==> src/rtl/noc_host_endpoint_if.sv <==
// Valid/ready flit channel used between the host endpoint and the router east port.
// The source holds valid and data stable until a cycle with valid && ready.
interface bus #(
  parameter int W = 32
) ();
  logic         valid;
  logic         ready;
  logic [W-1:0] data;

  modport source (output valid, output data, input ready);
  modport sink   (input valid, input data, output ready);
endinterface

==> src/rtl/noc_host_endpoint.sv <==
// Host-side NoC endpoint: packs host requests into single-flit packets toward the router,
// buffers and filters returned flits for the host, and tracks request credit.
module noc_host_endpoint #(
  parameter  int NUM_ROUTER       = 20,
  parameter  int DATA_PACKET_SIZE = 32,
  parameter  int LOCAL_RANK       = 0,
  parameter  int FIFO_DEPTH       = 4,
  parameter  int MAX_OUTSTANDING  = 8,
  localparam int RW               = $clog2(NUM_ROUTER),
  localparam int PW               = DATA_PACKET_SIZE - RW - 5
) (
  input  logic          clk_rtr,
  input  logic          reset,
  bus.source            noc_src,
  bus.sink              noc_sink,
  input  logic          host_tx_valid,
  output logic          host_tx_ready,
  input  logic [RW-1:0] host_tx_dest,
  input  logic [PW-1:0] host_tx_payload,
  output logic          host_rx_valid,
  input  logic          host_rx_ready,
  output logic [PW-1:0] host_rx_payload,
  output logic [3:0]    host_rx_seq,
  output logic          host_rx_resp,
  output logic [7:0]    outstanding,
  output logic [7:0]    drop_count,
  output logic          credit_err
);

  localparam int            W          = DATA_PACKET_SIZE;
  localparam int            AW         = $clog2(FIFO_DEPTH);
  localparam logic [RW-1:0] LOCAL_DEST = RW'(LOCAL_RANK);
  localparam logic [7:0]    MAX_OUT    = 8'(MAX_OUTSTANDING);
  localparam logic [AW:0]   DEPTH_CNT  = (AW+1)'(FIFO_DEPTH);

  // Flit field positions, MSB first: dest, resp, seq, payload.
  localparam int DEST_LSB = W - RW;
  localparam int RESP_BIT = W - RW - 1;
  localparam int SEQ_LSB  = PW;

  // Both handshakes stay closed until the first edge after reset releases.
  logic live;

  logic          tx_valid;
  logic [W-1:0]  tx_data;
  logic [3:0]    seq_cnt;
  logic          tx_accept;

  logic [W-1:0]  mem [FIFO_DEPTH];
  logic [AW-1:0] wr_ptr;
  logic [AW-1:0] rd_ptr;
  logic [AW:0]   count;
  logic          full;
  logic          sink_accept;
  logic          dest_match;
  logic          push;
  logic          pop;
  logic          resp_in;
  logic [W-1:0]  head;

  // NOTE: sequential state uses non-blocking assignments so every register samples pre-edge values.
  always_ff @(posedge clk_rtr or posedge reset) begin
    if (reset) live <= 1'b0;
    else       live <= 1'b1;
  end

  // ---------------- TX path ----------------
  assign host_tx_ready = live && (!tx_valid || noc_src.ready) && (outstanding < MAX_OUT);
  assign tx_accept     = host_tx_valid && host_tx_ready;
  assign noc_src.valid = tx_valid;
  assign noc_src.data  = tx_data;

  always_ff @(posedge clk_rtr or posedge reset) begin
    if (reset) begin
      tx_valid <= 1'b0;
      tx_data  <= '0;
      seq_cnt  <= '0;
    end else if (tx_accept) begin
      tx_valid <= 1'b1;
      tx_data  <= {host_tx_dest, 1'b0, seq_cnt, host_tx_payload};
      seq_cnt  <= seq_cnt + 4'd1;
    end else if (noc_src.ready) begin
      tx_valid <= 1'b0;
    end
  end

  // ---------------- RX path ----------------
  assign full           = (count == DEPTH_CNT);
  assign noc_sink.ready = live && !full;
  assign sink_accept    = noc_sink.valid && noc_sink.ready;
  assign dest_match     = (noc_sink.data[DEST_LSB +: RW] == LOCAL_DEST);
  assign push           = sink_accept && dest_match;
  assign resp_in        = push && noc_sink.data[RESP_BIT];
  assign host_rx_valid  = (count != '0);
  assign pop            = host_rx_valid && host_rx_ready;

  // NOTE: the buffer array has no reset; count gates every read, so stale contents are never visible.
  always_ff @(posedge clk_rtr) begin
    if (push) mem[wr_ptr] <= noc_sink.data;
  end

  // Pointers wrap for free because the depth is a power of two.
  always_ff @(posedge clk_rtr or posedge reset) begin
    if (reset) begin
      wr_ptr <= '0;
      rd_ptr <= '0;
      count  <= '0;
    end else begin
      if (push) wr_ptr <= wr_ptr + 1'b1;
      if (pop)  rd_ptr <= rd_ptr + 1'b1;
      case ({push, pop})
        2'b10:   count <= count + 1'b1;
        2'b01:   count <= count - 1'b1;
        default: count <= count;
      endcase
    end
  end

  // NOTE: defaults come first in combinational blocks so no path leaves an output unassigned (no latch).
  always_comb begin
    head            = '0;
    host_rx_payload = '0;
    host_rx_seq     = '0;
    host_rx_resp    = 1'b0;
    if (host_rx_valid) begin
      head            = mem[rd_ptr];
      host_rx_payload = head[PW-1:0];
      host_rx_seq     = head[SEQ_LSB +: 4];
      host_rx_resp    = head[RESP_BIT];
    end
  end

  // ---------------- Status counters ----------------
  always_ff @(posedge clk_rtr or posedge reset) begin
    if (reset) begin
      drop_count <= '0;
    end else if (sink_accept && !dest_match && (drop_count != 8'hFF)) begin
      drop_count <= drop_count + 8'd1;
    end
  end

  // A response with no credit is still delivered; the counter floors at zero and the error latches.
  always_ff @(posedge clk_rtr or posedge reset) begin
    if (reset) begin
      outstanding <= '0;
      credit_err  <= 1'b0;
    end else begin
      if (tx_accept && !resp_in) begin
        outstanding <= outstanding + 8'd1;
      end else if (resp_in && !tx_accept && (outstanding != 8'd0)) begin
        outstanding <= outstanding - 8'd1;
      end
      if (resp_in && (outstanding == 8'd0)) credit_err <= 1'b1;
    end
  end

endmodule

==> src/flat_wrapper.sv <==
// flat-port wrapper written by rule: the top's interface ports become plain ports
module noc_host_endpoint_flat 
#(
  parameter  int NUM_ROUTER       = 20,
  parameter  int DATA_PACKET_SIZE = 32,
  parameter  int LOCAL_RANK       = 0,
  parameter  int FIFO_DEPTH       = 4,
  parameter  int MAX_OUTSTANDING  = 8,
  localparam int RW               = $clog2(NUM_ROUTER),
  localparam int PW               = DATA_PACKET_SIZE - RW - 5
)
  (clk_rtr, reset, host_tx_valid, host_tx_ready, host_tx_dest, host_tx_payload, host_rx_valid, host_rx_ready, host_rx_payload, host_rx_seq, host_rx_resp, outstanding, drop_count, credit_err, noc_src_valid, noc_src_data, noc_src_ready, noc_sink_valid, noc_sink_data, noc_sink_ready);
  bus #(.W((32))) noc_src_i ();
  bus #(.W((32))) noc_sink_i ();
  input  logic clk_rtr;
  input  logic reset;
  input  logic host_tx_valid;
  output logic host_tx_ready;
  input  logic [RW-1:0] host_tx_dest;
  input  logic [PW-1:0] host_tx_payload;
  output logic host_rx_valid;
  input  logic host_rx_ready;
  output logic [PW-1:0] host_rx_payload;
  output logic [3:0] host_rx_seq;
  output logic host_rx_resp;
  output logic [7:0] outstanding;
  output logic [7:0] drop_count;
  output logic credit_err;
  output wire logic [$bits(noc_src_i.valid)-1:0] noc_src_valid;
  output wire logic [$bits(noc_src_i.data)-1:0] noc_src_data;
  input wire logic [$bits(noc_src_i.ready)-1:0] noc_src_ready;
  input wire logic [$bits(noc_sink_i.valid)-1:0] noc_sink_valid;
  input wire logic [$bits(noc_sink_i.data)-1:0] noc_sink_data;
  output wire logic [$bits(noc_sink_i.ready)-1:0] noc_sink_ready;
  assign noc_src_valid = noc_src_i.valid;
  assign noc_src_data = noc_src_i.data;
  assign noc_src_i.ready = noc_src_ready;
  assign noc_sink_i.valid = noc_sink_valid;
  assign noc_sink_i.data = noc_sink_data;
  assign noc_sink_ready = noc_sink_i.ready;
  noc_host_endpoint #(.NUM_ROUTER(NUM_ROUTER), .DATA_PACKET_SIZE(DATA_PACKET_SIZE), .LOCAL_RANK(LOCAL_RANK), .FIFO_DEPTH(FIFO_DEPTH), .MAX_OUTSTANDING(MAX_OUTSTANDING)) u_core (.clk_rtr(clk_rtr), .reset(reset), .noc_src(noc_src_i), .noc_sink(noc_sink_i), .host_tx_valid(host_tx_valid), .host_tx_ready(host_tx_ready), .host_tx_dest(host_tx_dest), .host_tx_payload(host_tx_payload), .host_rx_valid(host_rx_valid), .host_rx_ready(host_rx_ready), .host_rx_payload(host_rx_payload), .host_rx_seq(host_rx_seq), .host_rx_resp(host_rx_resp), .outstanding(outstanding), .drop_count(drop_count), .credit_err(credit_err));
endmodule
==> config.mk <==
export PLATFORM = sky130hd
export DESIGN_NAME = noc_host_endpoint_flat
export DESIGN_NICKNAME = d
export VERILOG_FILES = /design/src/rtl/noc_host_endpoint_if.sv /design/src/rtl/noc_host_endpoint.sv /design/src/flat_wrapper.sv
export SDC_FILE = /design/constraint.sdc
export NUM_CORES = 1
export LEC_CHECK = 0
export CAP_MARGIN = 20
export CORE_MARGIN = 3
export CORE_UTILIZATION = 50
export DETAILED_ROUTE_END_ITERATION = 16
export GPL_TIMING_DRIVEN = 1
export HOLD_SLACK_MARGIN = 0.06
export PLACE_DENSITY = 0.84
export SLEW_MARGIN = 10
export SYNTH_ARGS = -nofsm -noshare
export SYNTH_HDL_FRONTEND = slang
export SYNTH_SLANG_ARGS = --single-unit
==> constraint.sdc <==
create_clock -name clk_rtr -period 3.58 [get_ports clk_rtr]
set_input_delay 0.358 -clock clk_rtr [delete_from_list [all_inputs] [get_ports clk_rtr]]
set_output_delay 0.358 -clock clk_rtr [all_outputs]
set_load 0.005 [all_outputs]
==> qor.yml <==
finalCritPeriodShare: 0.865
syn_area_mm2: 0.00698
r2r_slack_ns: 0.48
gp_congestion: 0.756
p_sw_w: 0.00199
fin_skew_ns: 0.00846
reg2reg_depth: 10
cp_data_required_time_ns: 3.89
synth_cell_type_count: 44
clk_latency_ns: 0.43
crit_type: "reg -> reg"
grt_max_degree: 41
postCtsSetupRepairBufs: 0
rows: 42
worst_setup_path_start_kind: "flip-flop"
synth_cells: 465
areaGrowthSynthToFinish_pct: 32.4
final_nets: 703
avgSynthCellArea_um2: 15.0
hold-worst-slack_ns: 0.454
drt_iter0_markers: 207
final_hold_viol_count: 0
fin_cells: 812
nFillCells: 922
avgRoutedWirePerCell_um: 18.4
viasPerCell: 5.30
clk_path_buf_depth: 2
grt_pass1_vias: 4636
diodes: 0
clkTransAtPathRegs_ns: 0.07
worstHoldPathType: "in -> async"
min_period_ns: 3.10
pwr-share-clk: 0.258
cts_max_level: 4
dp_cells: 780
die_y_um: 124
die_w_um: 124
dr.pass1.iters: 4
r2r-start: "u_core.count[0]"
ys_warn_count: 0
path_max_fanout: 7
fin_tns_setup_ns: 0
syn-num-nets: 545
port_buffers: 143
drv_cap: 0
core_mm2: 0.0135
grt-ovfl-total: 0
drc: 0
power.leakage_nw: 3.57
combPwrFrac: 0.354
synth_flop_cell: "edfxtp_1"
worst_pin_slew_ns: 0.863
p_per_area_mw_per_mm2: 747
max_slew_margin: 0.424
cts_tree: "built"
antenna_violating_nets_post_route: 0
routed-via-count: 4301
seq_power_share: 0.388
start_util: 0.519
dp_hpwl_um: 9990
switching_share: 0.287
grt_antenna_before_repair: 0
synth_edf_count: 108
die_area_mm2: 0.0154
synthArstFlopShare: 0.361
grt_pass1_wl_um: 23700
drv_slew: 0
multi_input_area_mm2: 0.00211
drt_wl_total_um: 14900
ys_seq_area_frac: 0.683
register_area_mm2: 0.00477
finalSetupViolCount: 0
cts_hold_buf: 0
grt_use_total: 0.208
pin_count: 145
total_power_w: 0.00691
clock_sinks: 169
cp-end-kind: "flip-flop"
fmax_mhz: 323
post_cts_resized: 0
numCtsBuffers: 17
drive_gt1_frac: 0.138
rsz0062_at_grt: "no"
cp.arrival_ns: 3.41
p_int_w: 0.00492
worstReg2RegEnd: "u_core.outstanding[5]"
ir_drop_uv: 425
outcome: "finished, final reports clean"
clock-root-buffer: "clkbuf_16"
synth_seq_cells: 169
cell type report:
type / instances / area share
Clock inverter: 14 / 0.0160
Sequential cell: 169 / 0.516
Clock buffer: 18 / 0.0464
Inverter: 9 / 0.00365
Multi-Input combinational cell: 270 / 0.229
Tap cell: 176 / 0.0238
Timing Repair Buffer: 156 / 0.165
synthesized netlist by cell type, drive strengths merged (5+ instances only):
cell,count,area (um2)
edfxtp,108,3240
nand2,108,405
dfrtp,61,1530
and2,30,188
mux4,27,608
xnor2,16,140
clkbuf,13,48.8
ha,13,163
nor2,10,61.3
inv,9,33.8
and3,7,43.8
xor2,7,61.3
mux2,6,86.3
nand3,6,30.0
a21oi,5,25.0
worst max path at each step:
stage	startpoint	to	slack (ns)	cells after the start
after floorplan	u_core.count[0]	u_core.outstanding[5]	0.79	10
after global placement	noc_sink_data[27]	u_core.outstanding[5]	0.26	11
after detailed placement	noc_sink_data[27]	u_core.outstanding[5]	0.15	11
after CTS	u_core.count[0]	u_core.outstanding[5]	0.47	10
after global routing	u_core.count[0]	u_core.outstanding[5]	0.26	10
final	u_core.count[0]	u_core.outstanding[5]	0.48	10
power groups by stage:
stage | Clock [W] | Sequential, W | Combinational, W
6_report | 0.00178 | 0.00268 | 0.00245
5_1_grt | 0.00189 | 0.00273 | 0.00270
3_5_place_dp | 0 | 0.00271 | 0.00247
3_3_place_gp | 0 | 0.00270 | 0.00239
4_1_cts | 0.00182 | 0.00268 | 0.00249
2_1_floorplan | 0 | 0.00262 | 0.00128
per-layer routing:
layer  routed length, um  up-vias  track usage
met3                1180       20       0.0736
met2                7750      152        0.355
met1                5730     2152        0.243
li1                    -     1977            -
met5                   0        -            0
met4                 249        0       0.0794
layout by cell type (no fill, tap or decap), types with 2 or more instances in the layout:
master / Yosys / layout
clkdlybuf4s50_1: 0 / 143
nand2_1: 108 / 108
edfxtp_1: 108 / 108
dfrtp_1: 61 / 60
and2_1: 30 / 30
mux4_2: 27 / 27
clkbuf_16: 0 / 17
xnor2_1: 16 / 16
ha_1: 13 / 13
buf_4: 1 / 13
inv_1: 9 / 8
nor2_1: 8 / 7
xor2_1: 7 / 7
and3_1: 7 / 7
nand3_1: 6 / 6
mux2_4: 5 / 5
a21oi_1: 5 / 5
clkinvlp_4: 0 / 5
nand4_1: 4 / 4
nor3_1: 3 / 3
o21ai_0: 3 / 3
inv_6: 0 / 3
mux2i_1: 2 / 2
a211oi_1: 2 / 2
o211ai_1: 2 / 2
fa_1: 2 / 2
conb_1: 2 / 2
clkinv_2: 0 / 2
bufinv_16: 0 / 2
stage by stage:
stage | instance area, um2 | worst slack, ns | utilization
finish | 9240 | 0.483 | 0.687
CTS | 9240 | 0.467 | 0.687
global placement | 8670 | 0.259 | 0.644
floorplan | 6980 | 0.789 | -
detailed placement | 8670 | 0.154 | 0.644
global route | 9240 | 0.258 | 0.687
cell families after synthesis:
group           count (synthesis)  share of synthesized area
fa+ha+maj                      15                     0.0290
other cells                     2                    0.00108
simple gates                  177                      0.123
buf+inv                        26                     0.0149
compound gates                 18                     0.0185
xor+xnor                       23                     0.0288
flops                         169                      0.683
mux                            35                      0.102
critical path, cell delays in order (launching register included):
cell,delay (ns)
dfrtp_1,0.41
or3b_1,0.46
nor4b_4,0.17
nor3_2,0.34
inv_1,0.25
ha_1,0.35
a211oi_1,0.35
o21bai_1,0.13
a21oi_1,0.19
xnor2_1,0.08
mux2_4,0.26
sequential cells by signal, indices dropped and copies added, names as in the netlist:
register              flops
u_core.rd_ptr             2
u_core.count              3
u_core.seq_cnt            4
u_core.noc_src.valid      1
u_core.live               1
u_core.noc_src.data      31
u_core.outstanding        8
u_core.wr_ptr             2
u_core.mem              108
u_core.drop_count         8
u_core.credit_err         1
Note: power is estimated with default switching activity, not from simulation.
